[config.mk]
export PLATFORM = sky130hd
export DESIGN_NAME = pipeline_hazard_ctrl
export DESIGN_NICKNAME = d
export VERILOG_FILES = /design/src/rtl/pipe_ctrl_pkg.sv /design/src/rtl/pipeline_hazard_ctrl_load_use_detect.sv /design/src/rtl/pipeline_hazard_ctrl.sv
export SDC_FILE = /design/constraint.sdc
export NUM_CORES = 1
export LEC_CHECK = 0
export ABC_CLOCK_PERIOD_IN_PS = 2700
export BUFFER_PORTS_ARGS = -buffer_cell sky130_fd_sc_hd__buf_2
export CAP_MARGIN = 0
export CORE_ASPECT_RATIO = 1.75
export CORE_MARGIN = 2
export CORE_UTILIZATION = 45
export CTS_CLUSTER_SIZE = 25
export DETAILED_ROUTE_END_ITERATION = 8
export PLACE_DENSITY_LB_ADDON = 0.2
export SYNTH_ARGS = -nofsm -noshare
export SYNTH_HDL_FRONTEND = slang
export SYNTH_SLANG_ARGS = --single-unit
[constraint.sdc]
create_clock -name clk_i -period 2.7 [get_ports clk_i]
set_input_delay 0.135 -clock clk_i [delete_from_list [all_inputs] [get_ports clk_i]]
set_output_delay 0.135 -clock clk_i [all_outputs]
set_load 0.01 [all_outputs]
[src/rtl/pipe_ctrl_pkg.sv]
// pipe_ctrl_pkg: state encodings and control bundles shared by the
// pipeline hazard sequencer and the pipeline registers.
package pipe_ctrl_pkg;

   localparam int REG_IDX_W = 5;

   typedef enum logic [1:0] {
      ST_INIT     = 2'd0,
      ST_RUN      = 2'd1,
      ST_MEM_WAIT = 2'd2,
      ST_ERR      = 2'd3
   } state_e;

   // Reg_W value a flushed pipeline register carries
   localparam logic BUBBLE_REG_W = 1'b0;

   typedef struct packed {
      logic pc_en;
      logic ifid_en;
      logic idex_en;
      logic exmem_en;
      logic memwb_en;
      logic ifid_flush;
      logic idex_flush;
      logic exmem_flush;
      logic memwb_flush;
   } ctrl_t;

   localparam ctrl_t CTRL_OFF       = 9'b0_0000_0000;
   localparam ctrl_t CTRL_INIT      = 9'b0_1111_1111;
   localparam ctrl_t CTRL_NORMAL    = 9'b1_1111_0000;
   localparam ctrl_t CTRL_BRANCH    = 9'b1_1111_1100;
   localparam ctrl_t CTRL_LOAD_USE  = 9'b0_0111_0100;
   localparam ctrl_t CTRL_MEM_STALL = 9'b0_0001_0001;

endpackage

[src/rtl/pipeline_hazard_ctrl_load_use_detect.sv]
// load_use_detect: flags an ID instruction that reads the destination
// of a load still in EX.
module load_use_detect
   import pipe_ctrl_pkg::*;
(
   input  logic                 ex_mem_read_i,
   input  logic [REG_IDX_W-1:0] ex_rd_i,
   input  logic [REG_IDX_W-1:0] id_rs1_i,
   input  logic [REG_IDX_W-1:0] id_rs2_i,
   input  logic                 id_uses_rs1_i,
   input  logic                 id_uses_rs2_i,
   output logic                 load_use_o
);

   logic rs1_hit;
   logic rs2_hit;

   always_comb begin
      rs1_hit = id_uses_rs1_i && (id_rs1_i == ex_rd_i);
      rs2_hit = id_uses_rs2_i && (id_rs2_i == ex_rd_i);
      // x0 never carries a real dependency
      load_use_o = ex_mem_read_i && (ex_rd_i != '0)
                   && (rs1_hit || rs2_hit);
   end

endmodule

[src/rtl/pipeline_hazard_ctrl.sv]
// pipeline_hazard_ctrl: PC/pipeline-register enable and flush sequencer.
// Optional HAZARD_PERF_CNT_EN adds stall and flush event counters.
module pipeline_hazard_ctrl
   import pipe_ctrl_pkg::*;
#(
   parameter int INIT_FLUSH_CYC = 4,
   parameter int MEM_TIMEOUT    = 15,
   parameter int TMO_W          = 8
) (
   input  logic                 clk_i,
   input  logic                 reset_i,
   input  logic [REG_IDX_W-1:0] id_rs1_i,
   input  logic [REG_IDX_W-1:0] id_rs2_i,
   input  logic                 id_uses_rs1_i,
   input  logic                 id_uses_rs2_i,
   input  logic                 ex_mem_read_i,
   input  logic [REG_IDX_W-1:0] ex_rd_i,
   input  logic                 ex_branch_taken_i,
   input  logic                 mem_req_i,
   input  logic                 mem_ready_i,
   output logic                 pc_en_o,
   output logic                 ifid_en_o,
   output logic                 idex_en_o,
   output logic                 exmem_en_o,
   output logic                 memwb_en_o,
   output logic                 ifid_flush_o,
   output logic                 idex_flush_o,
   output logic                 exmem_flush_o,
   output logic                 memwb_flush_o,
   output logic                 err_o,
   output logic [1:0]           state_o
`ifdef HAZARD_PERF_CNT_EN
   ,
   output logic [31:0]          stall_cnt_o,
   output logic [31:0]          flush_cnt_o
`endif
);

   localparam int TMO_MAX = (1 << TMO_W) - 1;
   localparam logic [7:0] INIT_LAST = 8'(INIT_FLUSH_CYC - 1);
   localparam logic [TMO_W-1:0] TMO_LIMIT = TMO_W'(MEM_TIMEOUT);

   state_e           state_q, state_d;
   logic [7:0]       init_cnt_q, init_cnt_d;
   logic [TMO_W-1:0] wait_cnt_q, wait_cnt_d;
   logic             load_use;
   logic             mem_stall;
   ctrl_t            run_ctrl;
   ctrl_t            ctrl;

   load_use_detect u_lud (
      .ex_mem_read_i (ex_mem_read_i),
      .ex_rd_i       (ex_rd_i),
      .id_rs1_i      (id_rs1_i),
      .id_rs2_i      (id_rs2_i),
      .id_uses_rs1_i (id_uses_rs1_i),
      .id_uses_rs2_i (id_uses_rs2_i),
      .load_use_o    (load_use)
   );

   // A dropped request releases the stall just like a ready
   assign mem_stall = mem_req_i && !mem_ready_i;

   always_comb begin
      if (ex_branch_taken_i)
         run_ctrl = CTRL_BRANCH;
      else if (load_use)
         run_ctrl = CTRL_LOAD_USE;
      else
         run_ctrl = CTRL_NORMAL;
   end

   always_comb begin
      ctrl       = CTRL_OFF;
      state_d    = state_q;
      init_cnt_d = init_cnt_q;
      wait_cnt_d = wait_cnt_q;
      unique case (state_q)
         ST_INIT: begin
            ctrl       = CTRL_INIT;
            init_cnt_d = init_cnt_q + 8'd1;
            if (init_cnt_q == INIT_LAST)
               state_d = ST_RUN;
         end
         ST_RUN: begin
            if (mem_stall) begin
               ctrl       = CTRL_MEM_STALL;
               state_d    = ST_MEM_WAIT;
               wait_cnt_d = TMO_W'(1);
            end else begin
               ctrl = run_ctrl;
            end
         end
         ST_MEM_WAIT: begin
            if (mem_stall) begin
               ctrl = CTRL_MEM_STALL;
               if (wait_cnt_q == TMO_LIMIT)
                  state_d = ST_ERR;
               if (wait_cnt_q != {TMO_W{1'b1}})
                  wait_cnt_d = wait_cnt_q + TMO_W'(1);
            end else begin
               ctrl       = run_ctrl;
               state_d    = ST_RUN;
               wait_cnt_d = '0;
            end
         end
         ST_ERR: begin
            ctrl = CTRL_OFF;
         end
      endcase
   end

   always_ff @(posedge clk_i) begin
      if (reset_i) begin
         state_q    <= ST_INIT;
         init_cnt_q <= '0;
         wait_cnt_q <= '0;
      end else begin
         state_q    <= state_d;
         init_cnt_q <= init_cnt_d;
         wait_cnt_q <= wait_cnt_d;
      end
   end

   always_ff @(posedge clk_i) begin
      assert (MEM_TIMEOUT >= 1 && MEM_TIMEOUT <= TMO_MAX)
         else $error("MEM_TIMEOUT outside 1..2^TMO_W-1");
   end

   assign pc_en_o       = ctrl.pc_en;
   assign ifid_en_o     = ctrl.ifid_en;
   assign idex_en_o     = ctrl.idex_en;
   assign exmem_en_o    = ctrl.exmem_en;
   assign memwb_en_o    = ctrl.memwb_en;
   assign ifid_flush_o  = ctrl.ifid_flush;
   assign idex_flush_o  = ctrl.idex_flush;
   assign exmem_flush_o = ctrl.exmem_flush;
   assign memwb_flush_o = ctrl.memwb_flush;
   assign err_o         = (state_q == ST_ERR);
   assign state_o       = state_q;

`ifdef HAZARD_PERF_CNT_EN
   logic [31:0] stall_cnt_q, stall_cnt_d;
   logic [31:0] flush_cnt_q, flush_cnt_d;
   logic        active;

   always_comb begin
      active      = (state_q == ST_RUN) || (state_q == ST_MEM_WAIT);
      stall_cnt_d = stall_cnt_q;
      flush_cnt_d = flush_cnt_q;
      if (active && !ctrl.pc_en)
         stall_cnt_d = stall_cnt_q + 32'd1;
      if (active && !mem_stall && ex_branch_taken_i)
         flush_cnt_d = flush_cnt_q + 32'd1;
   end

   always_ff @(posedge clk_i) begin
      if (reset_i) begin
         stall_cnt_q <= '0;
         flush_cnt_q <= '0;
      end else begin
         stall_cnt_q <= stall_cnt_d;
         flush_cnt_q <= flush_cnt_d;
      end
   end

   assign stall_cnt_o = stall_cnt_q;
   assign flush_cnt_o = flush_cnt_q;
`endif

endmodule

; After elaboration in Yosys (flattened, before gate mapping)
; Index checks and enable logic that the tools add are counted.
[word_totals]
out_inout_bits = 12
regBits = 18
input_bits = 23
elab_cells = 44
[classes]
n_eq_ne = 12
n_addsub = 2
n_reduce_logical = 14
n_mux = 13
[op_table]
columns = op, count
row1 = two-way mux 9 bit, 3
row2 = one-hot mux 9 bit (3 select lines), 1
row3 = two-way mux 8 bit, 3
row4 = "adder 8 x 1 -> 8 bit, second input constant", 2
row5 = one-hot mux 8 bit (2 select lines), 1
row6 = == test 5 bit, 2
row7 = "== test 8 x 2 -> 1 bit, second input constant", 1
row8 = "== test 8 x 4 -> 1 bit, second input constant", 1
row9 = two-way mux 2 bit, 4
row10 = "inequality test 8 bit, second input constant", 1
row11 = "inequality test 3 bit, second input constant", 2
row12 = one-hot mux 2 bit (3 select lines), 1
row13 = logical AND 1 bit, 5
row14 = nonzero test 5 bit, 1
row15 = "== test 2 bit, second input constant", 2
row16 = "inequality test 2 bit, second input constant", 2
row17 = AND reduction 4 bit, 1
row18 = AND reduction 3 bit, 1
row19 = nonzero test 3 bit, 1
row20 = "== test 2 x 1 -> 1 bit, second input constant", 1
row21 = logical NOT 2 bit, 1
row22 = nonzero test 2 bit, 1
row23 = OR reduction 2 bit, 1
row24 = logical NOT 1 bit, 1
row25 = logical OR 1 bit, 1

; Depth between registers and ports, before layout
; Gate-level depths: netlist (run 1).
[logic_depth]
depth_word = 8
depth_mapped = 7
mapped_depth_nobuf = 6

; By module
; From an unflattened synthesis (run 1), not the netlist that was laid out.
[unflattened]
cells_unflattened = 146
area_unflattened_um2 = 1247.4
[by_module_without_submodules]
columns = mod, instances, area_each_um2, cells_per_inst
row1 = pipeline_hazard_ctrl, 1, 1113.6, 129
row2 = load_use_detect, 1, 133.9, 17

; Worst setup path after synthesis (run 1)
; Ideal clock, no wire load.
[synth_timing]
kind = register to register
from = register state_q[0] (netlist: state_o[0])
to = register wait_cnt_q[7]
stages_incl_launch_ff = 8
arrival_ns = 1.928
slack_ns = 0.702
synth_period_minus_slack_ns = 1.998
path_buffers = 1
setup_ns = 0.070
path_cell_list = dfxtp_1 inv_1 ha_1 and2_4 o2111a_2 buf_6 or4_1 a21oi_1
[synth_via]
elab_chain_len = 3
word_cells_on_any_way = 7
classes_between = 4 x eq/ne / 1 x mux / 2 x reduce/logical
[synth_lines]
columns = item, line_no
row1 = "start, declared", pipeline_hazard_ctrl.sv:43  ; state_e state_q, state_d;
row2 = "start signal, assigned", pipeline_hazard_ctrl.sv:119  ; state_q <= state_d;
row3 = == test 2 bit / == test 2 x 1 -> 1 bit (equally long branches), pipeline_hazard_ctrl.sv:78  ; unique case (state_q)
row4 = inequality test 3 bit (no source line) (tied with other cells), n/a
row5 = AND reduction 3 bit (no source line), n/a
row6 = "end signal, assigned", pipeline_hazard_ctrl.sv:121  ; wait_cnt_q <= wait_cnt_d;
row7 = "end, declared", pipeline_hazard_ctrl.sv:45  ; logic [TMO_W-1:0] wait_cnt_q, wait_cnt_d;
; Parallel ways exist; a longest one is shown, timed or not.
; A chain may end at the register's enable or synchronous reset.

; Final worst setup path (run 1)
[layout_timing]
from = register state_q[0] (netlist: state_o[0])
to = register wait_cnt_q[1]
; Same word-level chain as after synthesis.

==> impl.org, run 1 <==
** Min path
- Worst Hold Class :: in2reg

** Floorplanning
- Area of the core :: 2659 um2
- Number of core rows :: 25
- Die height :: 73.48 um
- The initial utilization of the core area, before any placement, comes to 46.68%.
- Num ports :: 35
- The die is 43.70 um wide.
- The floorplan step defined a die boundary enclosing 3211 um2.

** Synthesis
- Count of flip-flops with a built-in enable after synthesis :: 0
- The synthesized design contains 18 register bits.
- For this run, the number of Yosys warnings is 0.
- The average instance in the mapped netlist occupies 8.560 um2.
- Counting every instance in the synthesized netlist gives approximately 150.
- Summing the sequential cell areas from Yosys gives 29.03% of the chip area.
- After synthesis, the netlist uses 47 different library cells.
- Netlist area before placement :: 1241 um2
- Post-synth net total :: ~180
- Main synth FF type :: sky130_fd_sc_hd__dfxtp_1
- Async set or reset register ratio after synthesis :: 0%

** Route
- Post-detailed-route via-to-cell ratio :: roughly 6
- Detailed-route DRC error count :: 0
- Total detailed-routing wirelength :: approximately 3300 um
- The first detailed-routing pass took 4 iterations.
- DRC violation total after the first TritonRoute iteration :: 29
- In this run the remaining antenna-violating nets after routing total 0.
- Total via count after detailed routing :: 1,234
- Final routed wire length divided by cell count :: approximately 16 um

** Timing
- Timing would allow up to 0.4771 GHz.
- Setup repair after global routing left no endpoint under its margin.
- Setup total negative slack on the finished layout was measured at 0 ps.
- After layout, the worst path uses 77.63% of the clock period.
- Worst max-slew margin expressed relative to the limit :: a little over half
- Transition at the pin with the smallest max-transition slack :: 697.7 ps
- Final max-slew violation count :: 0
- The worst path meets setup with about 600 ps of slack.
- Final critical path time including I/O delays and setup :: 2096 ps
- Setup violations remaining at the end of the flow were counted as 0.
- Layout Skew :: 5.019 ps
- The total count of hold-check failures in the final report was 0.

** CTS
- Clock tree synthesis found a total of 18 sinks.
- CTS Buffer Depth :: 2
- Post-CTS Resized :: 0
- Hold bufs inserted after CTS :: 0
- TritonCTS built the clock tree.
- Clock transition at the register clock pins on the worst setup and hold paths after CTS :: 70 ps
- # Post-CTS Setup Buffers :: 0
- Latest clock arrival within the worst-skew pair :: roughly 250 ps
- Clk root buf :: sky130_fd_sc_hd__clkbuf_8
- Counting the buffers created by CTS gives 3.
- In this run the number of H-tree levels came out at 1.

** Global route
- Total congestion overflow :: 0
- Global routing used between 20 and 25% of the available tracks across all layers.
- Number of antenna violations at the first check in global routing :: 0
- The number of global-route vias before repair is 1,206.
- Maximum number of pins on one net before global-route repair :: 16
- The first global-routing pass estimated 5354 um of wire.

** Finish
- Layout cell share with drive strength beyond 1 :: 24.16%
- Fill count :: 264
- Once layout is done, the placed cells without fillers occupy 1469 um2.
- Diode insertion count for antenna repair :: 0
- Nets@finish :: 210
- The area growth from synthesis to layout is 18.35%.

** Place
- Routability-driven placement finished with a final weighted congestion of 0.8395.
- The HPWL after detailed placement is 2626 um.
- IO buf count :: 34
- Summing all placed instances gives a cell area of between 1000 and 1500 um2.
- Timing analysis after detailed placement gives a worst setup slack of 658.2 ps.

** Critical path
- Slowest stage cell, crit path :: sky130_fd_sc_hd__or4b_1
- Critical setup path kind :: reg2reg
- Req. time, crit path :: 2880 ps
- Critical Path Source Type :: register
- Sort of element at the end of the critical path :: register
- On the critical path the largest part of the delay comes from simple AND/OR/NAND/NOR gates.
- Worst stage delay on the critical path :: 540 ps
- Bufs and invs on worst path :: 1
- Of all nets on the critical path, the largest fanout is 13.
- Worst Path Arrival :: roughly 2300 ps
- Worst-path cell chain :: inv_1, ha_1, and2_4, o2111a_2, or4b_1, a21oi_1

** Power
- Switch share :: 35.76%
- Gate power share :: 39.3%
- For this design the static power due to leakage is 0.6044 nW.
- The worst-case IR drop observed on VDD is 0.0004086 V.
- Cell internal power was estimated by the tool at around 0.58 mW.
- Net switching power of the design :: approximately 0.32 mW
- In this run the power density over the cells is 610.1 nW/um2.
- Part of the total power dissipated in the clock network :: between 20% and 30%
- Sequential cells account for 35.9% of the total power.

** Job
- Across the run, the number of max-cap violations was 0.

** Status
- Result of the run :: finished, final reports clean
layout by cell type (no fill, tap or decap), types with 2 or more instances in the layout:
cell,synthesis,layout
sky130_fd_sc_hd__o31ai_1,4,4
sky130_fd_sc_hd__xnor2_1,11,11
sky130_fd_sc_hd__a211oi_1,4,4
sky130_fd_sc_hd__o21bai_1,2,2
sky130_fd_sc_hd__nor2_1,10,10
sky130_fd_sc_hd__o21ai_1,3,3
sky130_fd_sc_hd__clkbuf_8,0,4
sky130_fd_sc_hd__ha_1,8,8
sky130_fd_sc_hd__and3_1,5,5
sky130_fd_sc_hd__a21o_1,2,2
sky130_fd_sc_hd__o21ai_0,6,6
sky130_fd_sc_hd__or4_1,5,5
sky130_fd_sc_hd__inv_1,6,6
sky130_fd_sc_hd__xor2_1,4,4
sky130_fd_sc_hd__dfxtp_1,18,18
sky130_fd_sc_hd__a31oi_1,2,2
sky130_fd_sc_hd__a21oi_1,7,7
sky130_fd_sc_hd__nand4_1,7,7
sky130_fd_sc_hd__or3_1,2,2
sky130_fd_sc_hd__buf_2,1,34
sky130_fd_sc_hd__or4b_1,2,2
sky130_fd_sc_hd__nand2_1,9,9
per-stage QoR:
| step | power (mW) | utilization [%] | instances | hold slack (ps) |
|---|---|---|---|---|
| floorplan | 0.5685 | - | 145 | 235.9 |
| global placement | 0.6624 | 53.18 | 201 | 471.5 |
| detailed placement | 0.6764 | 53.18 | 201 | 485.4 |
| CTS | 0.9024 | 55.25 | 205 | 235.0 |
| global route | 0.9519 | 55.25 | 205 | 252.8 |
| finish | 0.8961 | 55.25 | 205 | 237.1 |
power by group through the flow:
stage	Sequential, mW	Clock (mW)	Combinational (mW)
detailed placement	0.328	0	0.348
global placement	0.326	0	0.337
CTS	0.322	0.229	0.351
global route	0.327	0.239	0.385
floorplan	0.326	0	0.243
finish	0.322	0.222	0.352
cell type report:
cell class              instances  area, um2  share of cell area [%]
clock buffers                   4      55.05                   3.748
flip-flops and latches         18      360.3                   24.53
inverters                       6      22.52                   1.533
multi-input cells             116      827.0                   56.30
repair buffers                 34      170.2                   11.58
well taps                      27      33.78                   2.300
state kept, by name, indices dropped and copies added (netlist names):
name        count
wait_cnt_q      8
init_cnt_q      8
state_o         2
synth_stat cells (2+ instances only):
cell type | n | area [um2]
sky130_fd_sc_hd__a211oi_1 | 4 | 30.03
sky130_fd_sc_hd__inv_1 | 6 | 22.52
sky130_fd_sc_hd__or4b_1 | 2 | 20.02
sky130_fd_sc_hd__nand2_1 | 9 | 33.78
sky130_fd_sc_hd__xnor2_1 | 11 | 96.34
sky130_fd_sc_hd__nor2_1 | 10 | 37.54
sky130_fd_sc_hd__o21ai_0 | 6 | 30.03
sky130_fd_sc_hd__a31oi_1 | 2 | 12.51
sky130_fd_sc_hd__and3_1 | 5 | 31.28
sky130_fd_sc_hd__o21ai_1 | 3 | 15.01
sky130_fd_sc_hd__clkbuf_1 | 2 | 7.510
sky130_fd_sc_hd__xor2_1 | 4 | 35.03
sky130_fd_sc_hd__a21oi_1 | 7 | 35.03
sky130_fd_sc_hd__o21bai_1 | 2 | 15.01
sky130_fd_sc_hd__nand4_1 | 7 | 43.79
sky130_fd_sc_hd__a21o_1 | 2 | 15.01
sky130_fd_sc_hd__o31ai_1 | 4 | 30.03
sky130_fd_sc_hd__or3_1 | 2 | 12.51
sky130_fd_sc_hd__dfxtp_1 | 18 | 360.4
sky130_fd_sc_hd__or4_1 | 5 | 37.54
sky130_fd_sc_hd__ha_1 | 8 | 100.1
final timing paths:
path	from	end	slack, ps	cells after the start
setup / recovery	state_o[0]	wait_cnt_q[1]	600	6
hold / removal	reset_i	init_cnt_q[2]	240	2
setup reg to reg	state_o[0]	wait_cnt_q[1]	600	6
hold reg to reg	init_cnt_q[7]	init_cnt_q[7]	480	2
cell families after synthesis:
kind of cell,count (synthesis),share of synthesized area [%]
AO/OA/AOI/OAI,41,23.29
XOR/XNOR,15,10.58
adder cells (fa/ha/maj),8,8.065
buffers and inverters,11,4.335
flip-flops,18,29.03
multiplexers,1,0.8065
AND/OR/NAND/NOR,51,23.89
layer usage:
metal  up-vias  global-route usage (%)  wire [um]
met5         -                       0          0
met4         0                   12.46        113
met3        10                   2.457         68
met2        26                   43.79       1961
met1       588                   20.27       1121
li1        610                       -          -
Power figures use the tool's default switching activity.
==> run 2, diff against run 1 <==
--- a/config.mk
+++ b/config.mk
@@ -5,7 +5,7 @@
 export SDC_FILE = /design/constraint.sdc
 export NUM_CORES = 1
 export LEC_CHECK = 0
-export ABC_CLOCK_PERIOD_IN_PS = 2700
+export ABC_CLOCK_PERIOD_IN_PS = 1720
 export BUFFER_PORTS_ARGS = -buffer_cell sky130_fd_sc_hd__buf_2
 export CAP_MARGIN = 0
 export CORE_ASPECT_RATIO = 1.75
==> constraint.sdc (replaced) <==
create_clock -name clk_i -period 1.72 [get_ports clk_i]
set_input_delay 0.086 -clock clk_i [delete_from_list [all_inputs] [get_ports clk_i]]
set_output_delay 0.086 -clock clk_i [all_outputs]
set_load 0.01 [all_outputs]
==> run 2 against run 1 <==
Net effect:
- the run now ends with negative setup slack left
- sequential share of layout area shrank 3.2 points
- clock skew is essentially flat
- maximum frequency grew 21%
- combinational power grew 130%
- global-route usage grew 0.51 points
- final cell count grew 9.3%
- die area is the same
- register-to-register slack lost 620 ps
- count of clock-buffer cells in the layout shrank 1
- power grew 81%
- utilization grew 10 points
- worst setup slack lost 620 ps
==> impl.org, run 2 (synthesis gave the netlist of run 1 again) <==
** Status
- Result of the run :: finished, violations left
- The checks that failed: negative setup slack.

** Min path
- Worst Hold Class :: in2reg
- Hold-critical path endpoint :: init_cnt_q[2]
- Number of cells traversed by the worst hold path :: 2 (unchanged)
- Critical hold path startpoint :: reset_i

** Critical path
- The worst setup path is launched from a register.
- Sort of element at the end of the critical path :: register
- Crit path launch :: state_o[1]
- Reg-to-reg critical path endpoint :: wait_cnt_q[7]
- Setup slack on the worst flop-to-flop path :: -20 ps (-620 ps)
- By startpoint and endpoint, the worst setup path is classified as reg2reg.
- Launch point of the worst reg-to-reg path :: state_o[1]
- The cell count of the worst reg-to-reg path is 6 (unchanged).
- The required time at the endpoint of the critical path was 1910 ps (-970 ps).
- The largest fanout on the critical path came to 6 (-7).
- Worst Path Arrival :: 1920 ps (-360 ps)

** Floorplanning
- The die span in y came to 73.48 um (unchanged).
- Area of the core :: 2659 um2 (unchanged)
- The overall die area was 3211 um2 (unchanged).
- The number of I/O pins came to 35 (unchanged).
- Number of core rows :: 25 (unchanged)
- The starting utilization of the core area is 46.68% (unchanged).
- Die Span X :: 43.70 um (unchanged)

** CTS
- Maximum level of the CTS H-tree :: 1 (unchanged)
- TritonCTS built the clock tree.
- Number of clock sinks :: 18 (unchanged)
- Number of buffers created by CTS :: 3 (unchanged)
- The number of hold buffers added after cts came to 0 (unchanged).
- The tree is rooted in a sky130_fd_sc_hd__clkbuf_8.
- The clock slew seen by the registers of the worst setup and hold paths is 70 ps (about the same).
- Latest clock arrival within the worst-skew pair :: 260 ps (about the same)
- CTS Buffer Depth :: 2 (unchanged)

** Timing
- Total count of hold-check failures in the final report :: 0 (unchanged)
- The sum of negative setup slack was -29.94 ps (-29.94 ps).
- The post-layout worst setup margin came to -16.84 ps (-620.9 ps).
- Setup repair after global routing missed its margin :: yes
- Final cycle utilization of the critical path :: 101.0% (+23 points)
- Worst max-slew margin expressed relative to the limit :: 62.56% (+9.2 points)
- The final period demand of the worst path came to 1737 ps (-359.1 ps).
- Highest achievable clock rate :: 0.5758 GHz (+21%)
- Layout Skew :: 4.986 ps (-0.03320 ps)
- The final count of pins violating max slew came to 0 (unchanged).
- The final setup violation count is 2 (+2).
- The worst-margin pin slew is 558.2 ps (-139.4 ps).

** Power
- Worst ir drop on vdd :: 0.0008073 V (+98%)
- Leakage power summed over all cells :: 0.7210 nW (+19%)
- Power consumption :: 1.620 mW (+81%)
- The power per unit of standard cell area is 932.8 nW/um2 (+53%).

** Route
- Antenna-violating nets left :: 0 (unchanged)
- The number of vias in the routed layout came to 1,359 (+10%).
- First drt pass iteration count :: 4 (unchanged)
- The number of design-rule violations left by the first detailed-router iteration is 36 (+24%).
- Detailed-route DRC error count :: 0 (unchanged)
- Post-detailed-route via-to-cell ratio :: 6.067 (+0.79%)
- The aggregate routed wire length came to 3495 um (+7.0%).
- Final routed wire length divided by cell count :: 15.60 um (-2.0%)

** Finish
- The count of fill cells added during filler insertion is 212 (-20%).
- The number of nets in the finished design was 229 (+9.0%).
- Most common cell after layout, fill and taps aside :: sky130_fd_sc_hd__buf_2
- Diode insertion count for antenna repair :: 0 (unchanged)
- Compared with the post-synthesis result, the final layout area differs by 39.92%.
- In the layout the commonest cells are sky130_fd_sc_hd__buf_2 (34), sky130_fd_sc_hd__buf_4 (16), sky130_fd_sc_hd__dfxtp_1 (14).
- The proportion of layout cells with a drive suffix above 1 came to 40.61% (+16 points).
- The core occupancy in the finished layout was 65.32% (+10 points).

** Global route
- Wire length of the first global-routing pass :: 5554 um (+3.7%)
- Tot GR Track Use :: 22.60% (+0.51 points)
- Number of antenna violations at the first check in global routing :: 0 (unchanged)
- Via count of the first global-routing pass :: 1,365 (+13%)
- The pin count of the biggest net entering global routing came to 16 (unchanged).
- The total congestion overflow came to 0 (unchanged).

** Place
- The minimum setup slack after placement came to -49.65 ps (-707.9 ps).
- IO buf count :: 34 (unchanged)
- The global placement routability congestion came to 0.7818 (-6.9%).
- Post-DP HPWL :: 2583 um (-1.7%)

** Job
- The max-cap check violation count was 0 (unchanged).
run 2: worst max path at each step:
| stage | depth (start not counted) | endpoint | slack (ps) |
|---|---|---|---|
| 3_3_place_gp | 5 | state_o[0] | -30 |
| 4_1_cts | 7 | ifid_en_o | -10 |
| 2_1_floorplan | 7 | wait_cnt_q[7] | -40 |
| 3_5_place_dp | 6 | wait_cnt_q[1] | -50 |
| 6_report | 6 | wait_cnt_q[7] | -20 |
| 5_1_grt | 7 | idex_flush_o | -60 |
run 2: final cells by class:
type / instances / area [um2] / area share (%)
Clock buffer: 3 / 41.29 / 2.378
Tap cell: 27 / 33.78 / 1.945
Multi-Input combinational cell: 117 / 947.2 / 54.54
Clock inverter: 1 / 3.754 / 0.2161
Inverter: 6 / 27.53 / 1.585
Timing Repair Buffer: 52 / 312.8 / 18.01
Sequential cell: 18 / 370.4 / 21.33
run 2: repair_timing:
action | 4_1_cts | 5_1_grt
endpoints found under the setup margin | 10 | 9
cloned | 1 | 0
pin swaps | 6 | 6
resized for setup | 8 | 13
setup buffers | 1 | 0
run 2: power breakdown:
part | total, mW | internal [mW] | leakage (nW) | switching, mW
logic | 0.797 | 0.409 | 0.550 | 0.388
registers | 0.511 | 0.467 | 0.148 | 0.0439
clock network | 0.311 | 0.159 | 0.0231 | 0.152
run 2: critical path, cell delays in order, from the launching register on:
cell and delay (ps):
sky130_fd_sc_hd__dfxtp_4 380, sky130_fd_sc_hd__inv_4 40, sky130_fd_sc_hd__ha_4 180, sky130_fd_sc_hd__and2_4 150
sky130_fd_sc_hd__o2111a_2 280, sky130_fd_sc_hd__or4_1 480, sky130_fd_sc_hd__a21oi_1 140
run 2: through the flow:
stage               area (um2)  instances  hold WS (ps)
floorplan                 1279        145         176.6
detailed placement        1579        218         451.3
global route              1737        224         186.9
global placement          1579        218         438.3
CTS                       1684        224         184.1
finish                    1737        224         176.1
run 2: routing by layer:
metal	GRT usage, %	share of wire, %	up-vias
met2	43.95	58	48
met4	13.47	2.6	0
met1	20.78	37	650
li1	-	-	650
met3	3.194	3.3	11
met5	0	0	-
==> run 3, diff against run 2 <==
--- a/config.mk
+++ b/config.mk
@@ -10,7 +10,7 @@
 export CAP_MARGIN = 0
 export CORE_ASPECT_RATIO = 1.75
 export CORE_MARGIN = 2
-export CORE_UTILIZATION = 45
+export CORE_UTILIZATION = 35
 export CTS_CLUSTER_SIZE = 25
 export DETAILED_ROUTE_END_ITERATION = 8
 export PLACE_DENSITY_LB_ADDON = 0.2
==> run 3 against run 2 <==
Net effect:
- the flow still finishes with violations (negative setup slack)
- count of clock-buffer cells in the layout unchanged
- die area grew 26%
- utilization is 12 points lower
- final cell count rose by 8.9%
- power increased by 0.55%
- worst setup slack gained 6.0 ps
- register-to-register slack hardly changed
- sequential cell count is the same
- critical path depth unchanged
- non-clock buffer count rose by 2
- critical endpoint is now wait_cnt_q[5]
==> impl.org, run 3 (synthesis gave the netlist of run 1 again) <==
** CTS
- Clock transition at the register clock pins on the worst setup and hold paths after CTS :: 70 ps (about the same)
- Maximum level of the CTS H-tree :: 1 (unchanged)
- Number of clock sinks :: 18 (unchanged)
- CTS Buffer Depth :: 2 (unchanged)
- CTS tree :: yes
- The source-to-sink clock delay at the later pin of the worst-skew pair is 250 ps (about the same).
- Number of buffers created by CTS :: 3 (unchanged)
- Clk root buf :: sky130_fd_sc_hd__clkbuf_8
- The number of hold buffers added after cts came to 0 (unchanged).

** Route
- First drt pass iteration count :: 4 (unchanged)
- The antenna violation net count after detailed routing was 0 (unchanged).
- The number of remaining DRC errors came to 0 (unchanged).
- The aggregate routed wire length was 3591 um (+2.7%).
- Final routed wire length divided by cell count :: 14.72 um (-5.7%)
- The detail-routed via count per cell was 5.557 (-8.4%).
- The number of vias in the routed layout is 1,356 (-0.22%).
- DRC violation total after the first TritonRoute iteration :: 48 (+33%)

** Finish
- Area added between synthesis and finish :: 45.36%
- Most common cell after layout, fill and taps aside :: sky130_fd_sc_hd__buf_2
- The proportion of layout cells with a drive suffix above 1 came to 44.72% (+4.1 points).
- Layout Utilization :: 53.09% (-12 points)
- Most used cells in the layout excluding fill and tap cells :: sky130_fd_sc_hd__buf_2 (34), sky130_fd_sc_hd__buf_4 (18), sky130_fd_sc_hd__dfxtp_1 (14)
- The cell area after layout came to 1804 um2 (+3.9%).
- The number of nets in the finished design is 231 (+0.87%).
- Diode insertion count for antenna repair :: 0 (unchanged)

** Place
- Worst-case setup slack after placement :: -103.7 ps (-54.07 ps)
- The area after detailed placement was 1609 um2 (+1.9%).
- Routability Congestion :: 0.7739 (-1.0%)
- IO buf count :: 34 (unchanged)
- The estimated wirelength of the detail-placed design was 2650 um (+2.6%).

** Timing
- Highest achievable clock rate :: 0.5778 GHz (+0.35%)
- Layout Skew :: 1.533 ps (-3.453 ps)
- Post-route worst hold slack :: 199.1 ps (+23.04 ps)
- The worst relative slew slack was 68.83% (+6.3 points).
- The final count of pins violating max slew came to 0 (unchanged).
- The worst-margin pin slew is 467.1 ps (-91.13 ps).
- The total count of hold-check failures in the final report was 0 (unchanged).
- The final period demand of the worst path was 1731 ps (-6.016 ps).
- TNS Setup :: -15.22 ps (+14.71 ps)
- Setup repair after global routing could not meet its margin everywhere.
- The post-layout worst setup margin is -10.82 ps (+6.015 ps).
- The fraction of the cycle the final worst path needs came to 100.6% (-0.35 points).
- The final setup violation count is 2 (unchanged).

** Critical path
- Worst-path maximum fanout :: 6 (unchanged)
- The arrival time of the worst setup path came to 1920 ps (about the same).
- The worst setup path is captured at a register.
- The worst setup path is launched from a register.
- The required time at the endpoint of the critical path is 1910 ps (about the same).
- Critical setup path kind :: reg2reg

** Floorplanning
- The number of rows created at floorplan was 28 (+12%).
- The die span in x is 49.02 um (+12%).
- Num ports :: 35 (unchanged)
- The area of the core region was 3398 um2 (+28%).
- Die height :: 82.78 um (+13%)
- Die area :: 4057 um2 (+26%)
- The starting utilization of the core area was 36.52% (-10 points).

** Status
- Result of the run :: finished, violations left
- Failing checks :: negative setup slack

** Power
- Worst ir drop on vdd :: 0.0007440 V (-7.8%)
- The power per unit of standard cell area is 902.8 nW/um2 (-3.2%).
- The reported leakage power was 0.7441 nW (+3.2%).

** Job
- The max-cap check violation count was 0 (unchanged).

** Global route
- The total routing resource utilization after global routing was 17.67% (-4.9 points).
- The number of global-route vias before repair was 1,322 (-3.2%).
- Total congestion overflow :: 0 (unchanged)
- Met3 usage in global routing :: 1.613% (-1.6 points)
- Global routing met1 resource utilization :: 15.93% (-4.8 points)
- The initial antenna violation count came to 0 (unchanged).
- The routing usage on met2 is 36.71% (-7.2 points).
- The global-route wire length before repair is 5506 um (-0.86%).
- The pin count of the biggest net entering global routing is 16 (unchanged).
- Busiest layer in global routing :: met2

** Min path
- Worst Hold Class :: in2reg
-- run 3: changes by cell type in the layout (fill, tap and decap cells not counted), sizes merged --
cell	previous run	this run
buf	52	54
-- run 3: per-layer routing --
metal | vias up | wire [um] | part of all wire (%)
met3 | 12 | 134 | 3.7
met1 | 642 | 1279 | 36
met5 | - | 0 | 0
li1 | 655 | - | -
met2 | 47 | 2034 | 57
met4 | 0 | 144 | 4.0
-- run 3: area by class of cell --
type,instances,area (um2)
fillers,328,1594
inverters,6,27.53
well taps,45,56.30
clock buffers,3,41.29
repair buffers,54,327.8
multi-input cells,117,977.2
clock inverters,1,3.754
flip-flops and latches,18,370.4
-- run 3: final timing paths --
path                      start       endpoint  slack, ps  cells past startpoint
setup / recovery     state_o[0]  wait_cnt_q[5]        -10                      6
hold / removal          reset_i  init_cnt_q[2]        200                      2
setup reg to reg     state_o[0]  wait_cnt_q[5]        -10                      6
hold reg to reg   init_cnt_q[7]  init_cnt_q[7]        510                      2
-- run 3: critical path, cell delays in order, from the launching register on --
cell and delay (ps):
sky130_fd_sc_hd__dfxtp_4 380, sky130_fd_sc_hd__inv_4 50, sky130_fd_sc_hd__ha_4 150, sky130_fd_sc_hd__and2_4 160, sky130_fd_sc_hd__o2111a_2 290, sky130_fd_sc_hd__or4_4 520, sky130_fd_sc_hd__a21oi_2 120
-- run 3: timing repair --
action,CTS,global route
pin swaps,7,5
setup buffers,0,2
endpoints found under the hold margin,0,0
gates resized for setup,8,19
cloned,1,0
endpoints found under the setup margin,11,11
-- run 3: stage by stage --
stage          power, mW  std cells
2_1_floorplan     0.9230        145
3_3_place_gp       1.168        237
3_5_place_dp       1.196        237
4_1_cts            1.559        242
5_1_grt            1.730        244
6_report           1.629        244
-- run 3: report_power, final --
group          switching, mW  internal (mW)
Sequential            0.0420          0.467
Clock                  0.139          0.158
Combinational          0.399          0.423
